[config.mk]
export PLATFORM = sky130hd
export DESIGN_NAME = alu_logic_bist
export DESIGN_NICKNAME = d
export VERILOG_FILES = /design/src/rtl/alu_pkg.sv /design/src/rtl/alu_bist_delay.sv /design/src/rtl/alu_logic_bist.sv
export SDC_FILE = /design/constraint.sdc
export NUM_CORES = 1
export LEC_CHECK = 0
export ABC_CLOCK_PERIOD_IN_PS = 2200
export BUFFER_PORTS_ARGS = -buffer_cell sky130_fd_sc_hd__buf_2
export CAP_MARGIN = 10
export CORE_MARGIN = 2
export CORE_UTILIZATION = 45
export CTS_BUF_LIST = sky130_fd_sc_hd__clkbuf_4
export DETAILED_ROUTE_END_ITERATION = 10
export PLACE_DENSITY = 0.76
export REMOVE_ABC_BUFFERS = 1
export SLEW_MARGIN = 20
export SYNTH_ARGS = -nofsm -noshare
export SYNTH_HDL_FRONTEND = slang
export SYNTH_SLANG_ARGS = --single-unit
[constraint.sdc]
create_clock -name clk -period 2.2 [get_ports clk]
set_clock_uncertainty 0.2 [all_clocks]
set_input_delay 0.44 -clock clk [delete_from_list [all_inputs] [get_ports clk]]
set_output_delay 0.44 -clock clk [all_outputs]
set_load 0.01 [all_outputs]
[src/rtl/alu_pkg.sv]
// Shared definitions for the ALU logic slice: op encoding, BIST states and the
// reference evaluation used by the self-test sequencer and its benches.
package alu_pkg;

   typedef enum logic [1:0] {
      OP_AND  = 2'b00,
      OP_OR   = 2'b01,
      OP_XOR  = 2'b10,
      OP_XNOR = 2'b11
   } op_e;

   typedef enum logic [1:0] {
      ST_IDLE,
      ST_RUN,
      ST_DRAIN,
      ST_DONE
   } state_e;

   // Widest operand the evaluator handles; callers zero-extend and truncate.
   localparam int EVAL_W = 16;

   function automatic logic [EVAL_W-1:0] alu_logic_eval(input op_e op,
                                                        input logic [EVAL_W-1:0] a,
                                                        input logic [EVAL_W-1:0] b);
      case (op)
         OP_AND:  return a & b;
         OP_OR:   return a | b;
         OP_XOR:  return a ^ b;
         default: return ~(a ^ b);
      endcase
   endfunction

endpackage

[src/rtl/alu_bist_delay.sv]
// LAT-stage register pipe aligning the presented vector (and its valid) with
// the UUT result; a plain wire when LAT is 0.
module alu_bist_delay #(
   parameter int DW  = 9,
   parameter int LAT = 0
) (
   input  logic          clk,
   input  logic          rst,
   input  logic [DW-1:0] din,
   output logic [DW-1:0] dout
);

   generate
      if (LAT == 0) begin : g_pass
         logic unused_clk_rst;
         assign unused_clk_rst = clk ^ rst;
         assign dout = din;
      end else begin : g_pipe
         logic [DW-1:0] pipe_p [LAT];

         always_ff @(posedge clk or posedge rst) begin
            if (rst) begin
               for (int i = 0; i < LAT; i++) pipe_p[i] <= '0;
            end else begin
               pipe_p[0] <= din;
               for (int i = 1; i < LAT; i++) pipe_p[i] <= pipe_p[i-1];
            end
         end

         assign dout = pipe_p[LAT-1];
      end
   endgenerate

endmodule

[src/rtl/alu_logic_bist.sv]
// Self-test sequencer for the ALU bitwise logic units: sweeps every operand
// pair, checks the UUT result, counts mismatches and records the first one.
module alu_logic_bist
   import alu_pkg::*;
#(
   parameter int WIDTH = 4,
   parameter int LAT   = 0,
   parameter int ERR_W = 8
) (
   input  logic             clk,
   input  logic             rst,
   input  logic             start,
   input  logic [1:0]       op,
   output logic [WIDTH-1:0] a,
   output logic [WIDTH-1:0] b,
   input  logic [WIDTH-1:0] y,
   output logic             busy,
   output logic             done,
   output logic             pass,
   output logic [ERR_W-1:0] err_count,
   output logic [WIDTH-1:0] first_err_a,
   output logic [WIDTH-1:0] first_err_b
);

   localparam int         VW    = 2 * WIDTH;
   localparam logic [1:0] LAT_C = 2'(LAT);

   state_e          state;
   op_e             op_q;
   logic [VW-1:0]   cnt;
   logic [1:0]      drain_cnt;
   logic            first_seen;

   logic            vld_p0;
   logic [VW:0]     vec_pd;
   logic            vld_pd;
   logic [WIDTH-1:0] a_pd, b_pd, exp_y;
   logic            mismatch;

   function automatic logic [ERR_W-1:0] sat_inc(input logic [ERR_W-1:0] v);
      return (&v) ? v : v + 1'b1;
   endfunction

   // The vector register drives the UUT directly; a is the upper half.
   assign a      = cnt[VW-1:WIDTH];
   assign b      = cnt[WIDTH-1:0];
   assign vld_p0 = (state == ST_RUN);

   alu_bist_delay #(
      .DW  (VW + 1),
      .LAT (LAT)
   ) u_delay (
      .clk  (clk),
      .rst  (rst),
      .din  ({vld_p0, cnt}),
      .dout (vec_pd)
   );

   // Compare stage: delayed vector lines up with the y it produced.
   assign vld_pd   = vec_pd[VW];
   assign a_pd     = vec_pd[VW-1:WIDTH];
   assign b_pd     = vec_pd[WIDTH-1:0];
   assign exp_y    = WIDTH'(alu_logic_eval(op_q, EVAL_W'(a_pd), EVAL_W'(b_pd)));
   assign mismatch = vld_pd && (y !== exp_y);

   always_ff @(posedge clk or posedge rst) begin
      if (rst) begin
         state       <= ST_IDLE;
         op_q        <= OP_AND;
         cnt         <= '0;
         drain_cnt   <= '0;
         first_seen  <= 1'b0;
         busy        <= 1'b0;
         done        <= 1'b0;
         pass        <= 1'b0;
         err_count   <= '0;
         first_err_a <= '0;
         first_err_b <= '0;
      end else begin
         if (mismatch) begin
            err_count <= sat_inc(err_count);
            if (!first_seen) begin
               first_seen  <= 1'b1;
               first_err_a <= a_pd;
               first_err_b <= b_pd;
            end
         end

         case (state)
            ST_IDLE, ST_DONE: begin
               if (start) begin
                  state       <= ST_RUN;
                  op_q        <= op_e'(op);
                  cnt         <= '0;
                  first_seen  <= 1'b0;
                  err_count   <= '0;
                  first_err_a <= '0;
                  first_err_b <= '0;
                  busy        <= 1'b1;
                  done        <= 1'b0;
                  pass        <= 1'b0;
               end
            end
            ST_RUN: begin
               if (&cnt) begin
                  state     <= ST_DRAIN;
                  drain_cnt <= '0;
               end else begin
                  cnt <= cnt + 1'b1;
               end
            end
            // Wait LAT+1 cycles so the last compare has landed before done.
            ST_DRAIN: begin
               if (drain_cnt == LAT_C) begin
                  state <= ST_DONE;
                  cnt   <= '0;
                  busy  <= 1'b0;
                  done  <= 1'b1;
                  pass  <= (err_count == '0);
               end else begin
                  drain_cnt <= drain_cnt + 1'b1;
               end
            end
            default: state <= ST_IDLE;
         endcase
      end
   end

endmodule

## Yosys cells after proc, flatten, opt, wreduce, memory -nomap -nowiden

Index checks and enable logic that the tools add are counted.

- Register bits: 34
- Input bits: 9
- Output and inout port bits: 27
- Word-level logic and storage cells: 79

- Add/subtract/negate cells: 3
- Equality and inequality tests: 11
- Muxes and demuxes: 35
- Bitwise logic cells: 4
- Reduce and logical (&&, ||, !) cells: 15

Operators by type and width:

| cell | number |
|---|---|
| 8-bit 2-to-1 mux | 7 |
| 4-bit 2-to-1 mux | 8 |
| 8-bit one-hot mux with 3 select lines | 1 |
| 8-bit by 1-bit adder with 8-bit output, second input constant | 2 |
| 8-bit AND reduction | 2 |
| 4-bit one-hot mux with 3 select lines | 1 |
| 3-bit AND reduction | 4 |
| 2-bit 2-to-1 mux | 5 |
| 8-bit logical NOT | 1 |
| 1-bit 2-to-1 mux | 8 |
| 2-bit != test, second input constant | 4 |
| 2-bit equality test, second input constant | 3 |
| 2-bit logical NOT | 3 |
| 1-bit one-hot mux with 2 select lines | 3 |
| 2-bit one-hot mux with 3 select lines | 1 |
| 4-bit bitwise AND | 1 |
| 2-bit by 1-bit equality test with 1-bit output, second input constant | 2 |
| 4-bit case inequality test | 1 |
| 4-bit NOT | 1 |
| 4-bit OR | 1 |
| 2-bit one-hot mux with 2 select lines | 1 |
| 2-bit nonzero test | 2 |
| 4-bit XOR | 1 |
| 2-bit by 1-bit adder with 2-bit output, second input constant | 1 |
| other kinds (4) | 4 |

## Depth between registers and ports, before layout

Gate-level depths: netlist (run 1).

- Depth after elaboration: 8
- Gate-level depth with buffers: 9
- Depth with buffers taken out: 8

## Cells and area by module

Synthesis (run 1) repeated with hierarchy kept, for this count alone.

- Cells, all modules: 246
- Area total of the unflattened synthesis: 2,199.6 um^2

By module, submodules not included:

| module | times used | cells an instance | area an instance (um^2) | seq. area each (um^2) |
|---|---|---|---|---|
| alu_logic_bist | 1 | 237 | 2,132.0 | 850.8 |
| alu_bist_delay | 1 | 9 | 67.6 | 0.0 |

## Worst setup path before layout (run 1)

OpenSTA, ideal clock, no wires.

- Path kind: register -> register
- From: register cnt[4]
- To: register err_count[3]
- Setup time: 120 ps
- Arrival: 2,098 ps
- Required time: 1,880 ps
- Path slack: -219 ps
- Stages on the path, launching flop included: 9
- Buffers on the path: 1
- Period minus slack after synthesis: 2,419 ps
- Path through: dfrtp_1 > inv_1 > ha_1 > xor2_1 > or3_1 > a21boi_1 > o211ai_2 > buf_2 > a41o_1

- Longest elaborated chain between the ends: 8
- Elaborated cells on any way between the ends: 10
- Those cells by class: 1 x eq/ne; 4 x mux; 4 x bitwise; 1 x reduce/logical

RTL lines:

| what | RTL line | RTL |
|---|---|---|
| from (decl) | alu_logic_bist.sv:30 | `logic [VW-1:0] cnt;` |
| from (signal assigned) | alu_logic_bist.sv:109 | `cnt <= cnt + 1'b1;` |
| 4-bit XOR | alu_pkg.sv:28, alu_pkg.sv:29 |  |
| 4-bit NOT | alu_pkg.sv:29 | `default: return ~(a ^ b);` |
| 4-bit one-hot mux with 3 select lines * | alu_pkg.sv:25 | `case (op)` |
| 4-bit case inequality test * | alu_logic_bist.sv:64 | `assign mismatch = vld_pd && (y !== exp_y);` |
| 1-bit logical AND * | alu_logic_bist.sv:64 |  |
| 8-bit 2-to-1 mux * | alu_logic_bist.sv:80 | `if (mismatch) begin` |
| 8-bit 2-to-1 mux | alu_logic_bist.sv:91 | `if (start) begin` |
| 8-bit 2-to-1 mux * | alu_logic_bist.sv:89 | `case (state)` |
| to (signal assigned) | alu_logic_bist.sv:81 | `err_count <= sat_inc(err_count);` |
| to (decl) | alu_logic_bist.sv:20 | `output logic [ERR_W-1:0] err_count,` |

Every way passes the cells marked *; elsewhere a longest branch is shown, timed or not.
A chain may end at the register's enable or synchronous reset.

## Final worst setup path (run 1)

- From: register cnt[4]
- To: register err_count[4]

Same word-level chain as after synthesis.

==> results.rst, run 1 <==
.. list-table::
   :header-rows: 1

   * - Metric
     - Value
   * - Run status
     - finished with violations
   * - Violated checks
     - setup timing
   * - Global-route wire length before repair
     - 9740 µm
   * - # diodes
     - 0
   * - Post-placement cell count
     - 365
   * - Total die area
     - ~5400 µm²
   * - Post-synthesis average cell area
     - 8.71 µm²
   * - Async SR Flop Fraction
     - 1.00
   * - Wire per inst
     - 16.1 µm
   * - Peak fanout along the critical path
     - 6
   * - Level count of the clock H-tree
     - 2
   * - Number of input and output port buffers inserted
     - 35
   * - Final slew viol count
     - 0
   * - Headroom to the max-slew limit
     - 0.699
   * - Number of setup violations in the final report
     - 18
   * - Number of iterations in the first detailed-routing pass
     - 4
   * - Via-to-Cell Ratio
     - 5.68
   * - Cell chosen for the clock root
     - sky130_fd_sc_hd__clkbuf_4
   * - Max IR drop VDD
     - 783 µV
   * - Starting utilization of the core area
     - 0.464
   * - Flop and latch count out of synthesis
     - 34
   * - Number of antenna violations at the first check in global routing
     - 0
   * - Largest net degree at the start of global routing
     - 35
   * - Total wirelength of the detailed-routed design
     - 6320 µm
   * - Post-route fraction of the period consumed by the critical path
     - 1.10
   * - Crit end category
     - flop
   * - Number of clock sinks
     - 34
   * - Most used cells in the layout excluding fill and tap cells
     - sky130_fd_sc_hd__buf_4, sky130_fd_sc_hd__buf_2, sky130_fd_sc_hd__dfrtp_1
   * - CTS buffer count
     - 5
   * - Gate count of the mapped netlist
     - 250
   * - Setup repair after global routing missed its margin
     - yes
   * - Crit start category
     - flop
   * - Final core area utilization
     - 0.681
   * - Number of buffers on the longest clock path
     - 2
   * - Non-filler cells, final
     - a little under 400
   * - GPL Wtd Cong
     - 0.805
   * - Net total in the final layout
     - 361
   * - Category of the most critical setup path
     - flop to flop
   * - P per Cell Area
     - 1110 nW/µm²
   * - Skew-Pair Late Insertion Delay
     - 350 ps
   * - Number of warning messages in the yosys log
     - 0
   * - Primary flip-flop cell chosen by synthesis mapping
     - sky130_fd_sc_hd__dfrtp_1
   * - Clock transition at path regs
     - 120 ps
   * - Floorplan Core Area
     - 4690 µm²
   * - Die outline height
     - ~74 µm
   * - Fmax
     - roughly 410 MHz
   * - PnR worst setup slack
     - -210 ps
   * - First-iteration detailed-routing DRC count
     - 167
   * - Leakage
     - between 1 and 1.5 nW
   * - CTS tree
     - done
   * - Antenna Violating Nets Remaining
     - 0
   * - EDFF count, synth
     - 0
   * - Via count of the first global-routing pass
     - about 2100
   * - Number of vias after detailed routing
     - 2226
   * - Number of hold-slack violations in the final timing report
     - 0
   * - Most common cell after layout, fill and taps aside
     - sky130_fd_sc_hd__buf_4
   * - Netlist cell types
     - 50
   * - Sum of overflow across all layers after global routing
     - 0
   * - Hold Worst Slack
     - 81.6 ps
   * - Overall Global Routing Usage
     - 0.231
   * - Worst slew pin tran
     - 452 ps
   * - Tightest Hold Check Type
     - input pin to flop
   * - Required time of the critical path
     - 2250 ps
   * - Detailed Place HPWL
     - 3930 µm
   * - Data arrival time of the worst path
     - between 2000 and 2500 ps
   * - Layout Area Growth over Synthesis
     - 46.8%
   * - Overall power after layout
     - 3.55 mW
   * - Area of the mapped netlist
     - 2180 µm²
   * - Post-synthesis sequential area ratio
     - 0.391
   * - Fin crit period
     - between 2000 and 2500 ps
   * - Setup tns final
     - -2870 ps
   * - DRC violations left
     - 0
   * - # rows
     - 25
   * - # Max-Cap Violations
     - 0
   * - DIE WIDTH
     - 73.6 µm
   * - Fraction of final layout cells with drive strength greater than 1
     - 0.435
   * - IO Pins
     - 36
==> path summary, 6_finish.rpt <==
check	to	slack, ps	depth (start not counted)	startpoint
setup / recovery	err_count[4]	-210	9	cnt[4]
hold / removal	op_q[1]	80	3	op[1]
setup reg to reg	err_count[4]	-210	9	cnt[4]
hold reg to reg	busy	300	2	busy
max in group asynchronous	op_q[0]	940	4	rst
min in group asynchronous	first_err_b[1]	520	4	rst
==> cells by family (layout without fill, tap and decap cells) <==
logic type,Yosys count,count (layout),share of synthesized area
AOI/OAI and AO/OA,69,70,0.211
xor gates and xnor gates,7,7,0.0282
buffers and inverters,28,115,0.0563
and+or+nand+nor,97,97,0.227
adders and majority gates,15,15,0.0862
DFF,34,34,0.391
==> flip-flops by register name, indices dropped and copies added (netlist names) <==
signal and count:
first_err_a 4, busy 1, pass 1, drain_cnt 2
state 2, cnt 8, done 1, first_err_b 4
op_q 2, err_count 8, first_seen 1
==> power breakdown <==
part / switching [mW] / internal (mW) / leakage, nW / total [mW]
Combinational: 1.19 / 0.997 / 0.989 / 2.19
Clock: 0.233 / 0.235 / 0.0450 / 0.469
Sequential: 0.137 / 0.759 / 0.453 / 0.896
==> routing by layer <==
metal / vias up / track usage / routed length (µm)
met5: - / 0 / 0
met1: 1062 / 0.300 / 2660
li1: 1079 / - / -
met4: 0 / 0.0869 / 121
met3: 13 / 0.0590 / 324
met2: 72 / 0.372 / 3210
==> repair_timing <==
item	CTS	global route
resized for setup	30	36
pin swaps	13	27
cloned	2	0
buffers inserted	8	10
hold buffers	1	0
setup endpoints to repair	17	26
hold endpoints to repair	34	0
==> cell type report <==
cell class,count,area [µm²]
clock buffer,5,37.5
clock inverter,3,40.0
fill,373,1500
inverter,18,67.6
multi-input combinational,189,1520
sequential,34,852
tap,54,67.6
timing repair buffer,89,611
==> through the flow <==
stage | instance area, µm² | setup WS (ps)
after floorplan | 2120 | -303
after global placement | 2640 | -154
after detailed placement | 2640 | -280
after CTS | 2950 | -186
after global routing | 3200 | -278
final | 3200 | -210
==> worst max-delay path: stages, from the launching register on <==
cell                       delay, ps
sky130_fd_sc_hd__dfrtp_1         410
sky130_fd_sc_hd__inv_1           100
sky130_fd_sc_hd__ha_4            210
sky130_fd_sc_hd__xor2_2          170
sky130_fd_sc_hd__or3_4           390
sky130_fd_sc_hd__a21boi_4        270
sky130_fd_sc_hd__o211a_4         240
sky130_fd_sc_hd__buf_4           130
sky130_fd_sc_hd__o311ai_2        100
sky130_fd_sc_hd__o41ai_2          80
==> cells in the mapped netlist (3+ instances only) <==
cell / number / share of area
sky130_fd_sc_hd__dfrtp_1: 34 / 0.39
sky130_fd_sc_hd__nand2_1: 29 / 0.050
sky130_fd_sc_hd__a21oi_1: 21 / 0.048
sky130_fd_sc_hd__inv_1: 18 / 0.031
sky130_fd_sc_hd__nand3_1: 18 / 0.041
sky130_fd_sc_hd__nor2_1: 16 / 0.028
sky130_fd_sc_hd__ha_1: 15 / 0.086
sky130_fd_sc_hd__o21ai_1: 11 / 0.025
sky130_fd_sc_hd__o21ai_0: 9 / 0.021
sky130_fd_sc_hd__clkbuf_1: 5 / 0.0086
sky130_fd_sc_hd__nor2b_1: 5 / 0.014
sky130_fd_sc_hd__xnor2_1: 5 / 0.020
sky130_fd_sc_hd__a211oi_1: 4 / 0.014
sky130_fd_sc_hd__a31oi_1: 3 / 0.0086
sky130_fd_sc_hd__and2_1: 3 / 0.0086
sky130_fd_sc_hd__nand2b_1: 3 / 0.0086
sky130_fd_sc_hd__nor4_1: 3 / 0.0086
sky130_fd_sc_hd__or4_1: 3 / 0.010
Note: power is estimated with default switching activity, not from simulation.
==> inputs of run 2 (changes only) <==
Settings changed: GPL_ROUTABILITY_DRIVEN set to 1, SKIP_CTS_REPAIR_TIMING set to 1.
==> run 2 against run 1 <==
Compared with the run above:
- the run still ends with setup timing left
- register-to-register slack hardly changed
- total power is 3.5% lower
- global-route usage is 2.0 points lower
- critical endpoint is now err_count[5]
- largest power group unchanged
==> results.rst, run 2 (synthesized netlist as in run 1, its figures left out) <==
.. list-table::
   :header-rows: 1

   * - Metric
     - Value
   * - Number of vias after detailed routing
     - 2175
   * - Run status
     - finished with violations
   * - Wire per inst
     - 15.6 µm
   * - Largest registers in the final layout
     - cnt (8), err_count (8)
   * - Post-placement cell count
     - about 370
   * - Number of hold-slack violations in the final timing report
     - 0
   * - Required time of the critical path
     - 2290 ps
   * - Final slew viol count
     - 0
   * - Leakage
     - 1.46 nW
   * - CTS buffer count
     - 5
   * - Max IR drop VDD
     - around 780 µV
   * - Number of setup violations in the final report
     - 19
   * - Antenna Violating Nets Remaining
     - 0
   * - Sequential share of power
     - 0.263
   * - IO Pins
     - 36
   * - # Max-Cap Violations
     - 0
   * - # diodes
     - 0
   * - Setup WS pre-CTS
     - -280 ps
   * - Tightest Hold Check Type
     - input pin to flop
   * - Floorplan Core Area
     - around 4700 µm²
   * - Number of iterations in the first detailed-routing pass
     - 4
   * - Level count of the clock H-tree
     - 2
   * - Number of buffers on the longest clock path
     - 2
   * - Starting utilization of the core area
     - 0.464
   * - Clock network fraction of design power
     - 0.137
   * - Worst slew pin tran
     - 453 ps
   * - Net switching fraction of the power
     - 0.436
   * - Crit end category
     - flop
   * - Net total in the final layout
     - approximately 360
   * - Detailed Place HPWL
     - 3930 µm
   * - Library cell contributing the largest single delay on the critical path
     - sky130_fd_sc_hd__or4_4
   * - Number of inserted filler cells in the final layout
     - 380
   * - Total die area
     - 5410 µm²
   * - Fraction of final layout cells with drive strength greater than 1
     - 0.403
   * - Global-route wire length before repair
     - roughly 9000 µm
   * - # rows
     - 25
   * - Cell chosen for the clock root
     - sky130_fd_sc_hd__clkbuf_4
   * - Crit start category
     - flop
   * - Violated checks
     - setup timing
   * - DIE WIDTH
     - about 74 µm
   * - Crit-path max cell delay
     - 520 ps
   * - Total wirelength of the detailed-routed design
     - around 6100 µm
   * - DRC violations left
     - 0
   * - Via count of the first global-routing pass
     - 1971
   * - Non-filler cells, final
     - 389
   * - Headroom to the max-slew limit
     - 0.698
   * - Layout Area Growth over Synthesis
     - 42.9%
   * - Most used cells in the layout excluding fill and tap cells
     - sky130_fd_sc_hd__buf_4, sky130_fd_sc_hd__buf_2, sky130_fd_sc_hd__dfrtp_1
   * - Data arrival time of the worst path
     - 2490 ps
   * - PnR worst setup slack
     - -198 ps
   * - Internal power
     - 1.93 mW
   * - First-iteration detailed-routing DRC count
     - 134
   * - NetSw
     - roughly 1.5 mW
   * - Fin crit period
     - 2400 ps
   * - P per Cell Area
     - 1100 nW/µm²
   * - Setup repair after global routing missed its margin
     - yes
   * - Peak fanout along the critical path
     - 6
   * - Clock transition at path regs
     - 110 ps
   * - Number of input and output port buffers inserted
     - 35
   * - Number of clock sinks
     - 34
   * - Die outline height
     - 73.6 µm
   * - Fmax
     - 417 MHz
   * - Skew-Pair Late Insertion Delay
     - about 350 ps
   * - CTS tree
     - done
   * - Sum of overflow across all layers after global routing
     - 0
   * - Largest net degree at the start of global routing
     - 35
   * - GPL Wtd Cong
     - between 0.8 and 0.9
   * - Cells along the critical path
     - inv_2, ha_4, xnor2_4, nand3b_1, o2111ai_4, o211a_4, or4_4, a21oi_2
   * - Fraction of power consumed by combinational cells
     - 0.600
   * - Via-to-Cell Ratio
     - 5.59
   * - Category of the most critical setup path
     - flop to flop
   * - Overall Global Routing Usage
     - 0.211
   * - Post-route fraction of the period consumed by the critical path
     - 1.09
   * - Most common cell after layout, fill and taps aside
     - sky130_fd_sc_hd__buf_4
   * - Number of antenna violations at the first check in global routing
     - 0
[run 2: cell count changes in the layout (fill, tap and decap cells not counted), sizes merged]
| cell | change |
|---|---|
| buf | -3 |
[run 2: final cells by class]
class,count,area [µm²],area share
clock buffers,5,37.5,0.0121
clock inverters,3,40.0,0.0129
inverters,18,67.6,0.0217
multi-input cells,189,1470,0.471
flip-flops and latches,34,852,0.274
well taps,54,67.6,0.0217
repair buffers,86,581,0.187
[run 2: worst max-delay path, delay by kind of cell, from the launching register on]
family,cells,cell delay [ps]
AOI/OAI and AO/OA,3,540
xor gates and xnor gates,1,140
adders and majority gates,1,260
DFF,1,450
buffers and inverters,1,80
and+or+nand+nor,2,670
[run 2: stage by stage]
step,hold WS [ps],TNS [ps],power (mW),cell area (µm²),util
finish,70.2,-2710,3.43,3110,0.663
global placement,274,-1770,2.43,2640,0.562
floorplan,275,-3200,1.85,2120,-
CTS,-21.4,-3180,2.96,2710,0.578
detailed placement,278,-2850,2.48,2640,0.562
global route,81.0,-4480,3.69,3110,0.663
[run 2: layer usage]
layer  global-route usage  wire, µm  share of wire  vias up
met2                0.338      3120           0.51       55
met3               0.0535       221          0.036       11
met5                    0         0              0        -
li1                     -         -              -     1067
met1                0.282      2650           0.43     1042
met4               0.0626       104          0.017        0
[run 2: path summary, 6_finish.rpt]
check,from,end,slack (ps),cells past startpoint
hold / removal,op[1],op_q[1],70,3
setup reg to reg,cnt[5],err_count[5],-200,8
max in group asynchronous,rst,op_q[0],940,4
min in group asynchronous,rst,err_count[3],520,4
setup / recovery,cnt[5],err_count[5],-200,8
hold reg to reg,busy,busy,300,2
[run 2: power by group through the flow]
stage / Sequential (mW) / Clock [mW] / Combinational [mW]
after floorplan: 0.948 / 0 / 0.899
after global placement: 0.896 / 0 / 1.53
after detailed placement: 0.902 / 0 / 1.57
after CTS: 0.889 / 0.479 / 1.59
after global routing: 0.926 / 0.508 / 2.25
final: 0.901 / 0.468 / 2.06
==> inputs of run 3 (changes only) <==
Settings changed: CTS_CLUSTER_DIAMETER set to 50, PLACE_DENSITY 0.76 to 0.69, SKIP_LAST_GASP set to 1.
==> run 3 against run 2 <==
Compared with the run above:
- the flow still finishes with violations (setup timing)
- flip-flop and latch count stayed put
- sequential power is 2% lower
- critical path depth is 1 higher
- hold slack worse by 9.0 ps
- highest routed layer unchanged
==> results.rst, run 3 (synthesized netlist as in run 1, its figures left out) <==
.. list-table::
   :header-rows: 1

   * - Metric
     - Value
   * - Overall power after layout
     - 3.56 mW
   * - Peak fanout along the critical path
     - 8
   * - Fin crit period
     - around 2400 ps
   * - Total die area
     - around 5400 µm²
   * - Tightest Hold Check Type
     - input pin to flop
   * - Clock transition at path regs
     - 120 ps
   * - Number of cells on the worst reg-to-reg path
     - 9
   * - Cell chosen for the clock root
     - sky130_fd_sc_hd__clkbuf_4
   * - Post-route fraction of the period consumed by the critical path
     - 1.10
   * - Number of vias after detailed routing
     - 2170
   * - DR WL met2
     - 3070 µm
   * - Data arrival time of the worst path
     - about 2500 ps
   * - DIE WIDTH
     - 73.6 µm
   * - Hold-critical path endpoint
     - op_q[1]
   * - Violated checks
     - setup timing
   * - Die outline height
     - 73.6 µm
   * - DRC violations left
     - 0
   * - Layout Area Growth over Synthesis
     - 46.6%
   * - Max IR drop VDD
     - 619 µV
   * - Source of the worst hold timing path
     - op[1]
   * - Setup tns final
     - -2530 ps
   * - Number of clock sinks
     - 34
   * - Number of hold-slack violations in the final timing report
     - 0
   * - Run status
     - finished with violations
   * - Net total in the final layout
     - 358
   * - P per Cell Area
     - between 1000 and 1500 nW/µm²
   * - Starting utilization of the core area
     - 0.464
   * - Category of the most critical setup path
     - flop to flop
   * - # Max-Cap Violations
     - 0
   * - CTS tree
     - done
   * - Largest net degree at the start of global routing
     - 35
   * - Fraction of final layout cells with drive strength greater than 1
     - 0.430
   * - Overall Global Routing Usage
     - 0.210
   * - Leakage
     - between 1 and 1.5 nW
   * - Most used cells in the layout excluding fill and tap cells
     - sky130_fd_sc_hd__buf_4, sky130_fd_sc_hd__buf_2, sky130_fd_sc_hd__dfrtp_1
   * - Via count of the first global-routing pass
     - 1890
   * - Via-to-Cell Ratio
     - 5.58
   * - Most common cell after layout, fill and taps aside
     - sky130_fd_sc_hd__buf_4
   * - Final slew viol count
     - 0
   * - Number of buffers on the longest clock path
     - 2
   * - Wire per inst
     - 15.5 µm
   * - Worst slew pin tran
     - roughly 450 ps
   * - CTS buffer count
     - 5
   * - Endpoint of the most critical register-to-register path
     - err_count[5]
   * - PnR worst setup slack
     - -216 ps
   * - Required time of the critical path
     - 2300 ps
   * - Global-route wire length before repair
     - about 8700 µm
   * - Number of setup violations in the final report
     - 17
   * - Fmax
     - 414 MHz
   * - IO Pins
     - 36
   * - Hold Worst Slack
     - 61.2 ps
   * - Crit end category
     - flop
   * - Setup repair after global routing missed its margin
     - yes
   * - Worst reg-to-reg setup slack
     - -220 ps
   * - First-iteration detailed-routing DRC count
     - 77
   * - Beginning of the worst register-to-register path
     - cnt[3]
   * - Sum of overflow across all layers after global routing
     - 0
   * - Detailed Place HPWL
     - between 3000 and 4000 µm
   * - Number of antenna violations at the first check in global routing
     - 0
   * - Level count of the clock H-tree
     - 2
   * - Uppermost layer routed
     - met4
   * - Floorplan Core Area
     - 4690 µm²
   * - # rows
     - 25
   * - GPL Wtd Cong
     - 0.846
   * - Number of iterations in the first detailed-routing pass
     - 4
   * - Number of input and output port buffers inserted
     - 35
   * - Skew-Pair Late Insertion Delay
     - 360 ps
   * - # diodes
     - 0
   * - Number of inserted filler cells in the final layout
     - approximately 380
   * - Largest registers in the final layout
     - cnt (8), err_count (8)
   * - Headroom to the max-slew limit
     - 0.699
   * - Crit start category
     - flop
   * - Final core area utilization
     - 0.680
   * - Total wirelength of the detailed-routed design
     - 6030 µm
   * - Routed length on met1
     - 2650 µm
   * - Antenna Violating Nets Remaining
     - 0
   * - Wire length on met3
     - 214 µm
   * - Number of cells on the worst hold path
     - 3
## run 3: cell count changes in the layout (fill, tap and decap cells not counted), sizes merged
cell	previous run	this run
clkinv	2	1
bufinv	1	2
## run 3: layer usage
metal,up-vias,global-route usage
met3,9,0.0370
met4,0,0.0808
li1,1064,-
met5,-,0
met2,54,0.345
met1,1043,0.274
## run 3: layout make-up
class | instances | area [µm²] | share of cell area
inverters | 18 | 67.6 | 0.0212
clock buffers | 5 | 37.5 | 0.0118
multi-input cells | 189 | 1520 | 0.476
clock inverters | 3 | 68.8 | 0.0216
repair buffers | 86 | 579 | 0.182
flip-flops and latches | 34 | 852 | 0.267
well taps | 54 | 67.6 | 0.0212
## run 3: stage by stage
step / worst slack [ps] / instances / area, µm²
finish: -216 / 389 / 3190
floorplan: -303 / 240 / 2120
global placement: -188 / 365 / 2640
global route: -273 / 389 / 3190
detailed placement: -256 / 365 / 2640
CTS: -277 / 373 / 2740
## run 3: worst max-delay path, cell delays in order (launching register included)
cell and delay (ps):
sky130_fd_sc_hd__dfrtp_1 420, sky130_fd_sc_hd__buf_4 140, sky130_fd_sc_hd__ha_1 180, sky130_fd_sc_hd__nor2_2 120, sky130_fd_sc_hd__o21a_1 200, sky130_fd_sc_hd__a2111oi_4 40
sky130_fd_sc_hd__buf_4 160, sky130_fd_sc_hd__o211a_4 300, sky130_fd_sc_hd__or4_4 430, sky130_fd_sc_hd__a21oi_2 140
## run 3: how the worst max path moves through the flow
stage,from,end,slack [ps],depth (start not counted)
after floorplan,cnt[4],err_count[6],-300,8
after global placement,cnt[4],err_count[7],-190,8
after detailed placement,cnt[4],err_count[7],-260,8
after CTS,cnt[4],err_count[0],-280,9
after global routing,cnt[4],err_count[1],-270,9
final,cnt[3],err_count[5],-220,9
## run 3: power breakdown
part | internal (mW) | leakage [nW] | switching, mW
Clock | 0.355 | 0.0554 | 0.253
Combinational | 0.921 | 0.974 | 1.15
Sequential | 0.759 | 0.453 | 0.125
Total | 2.04 | 1.48 | 1.52
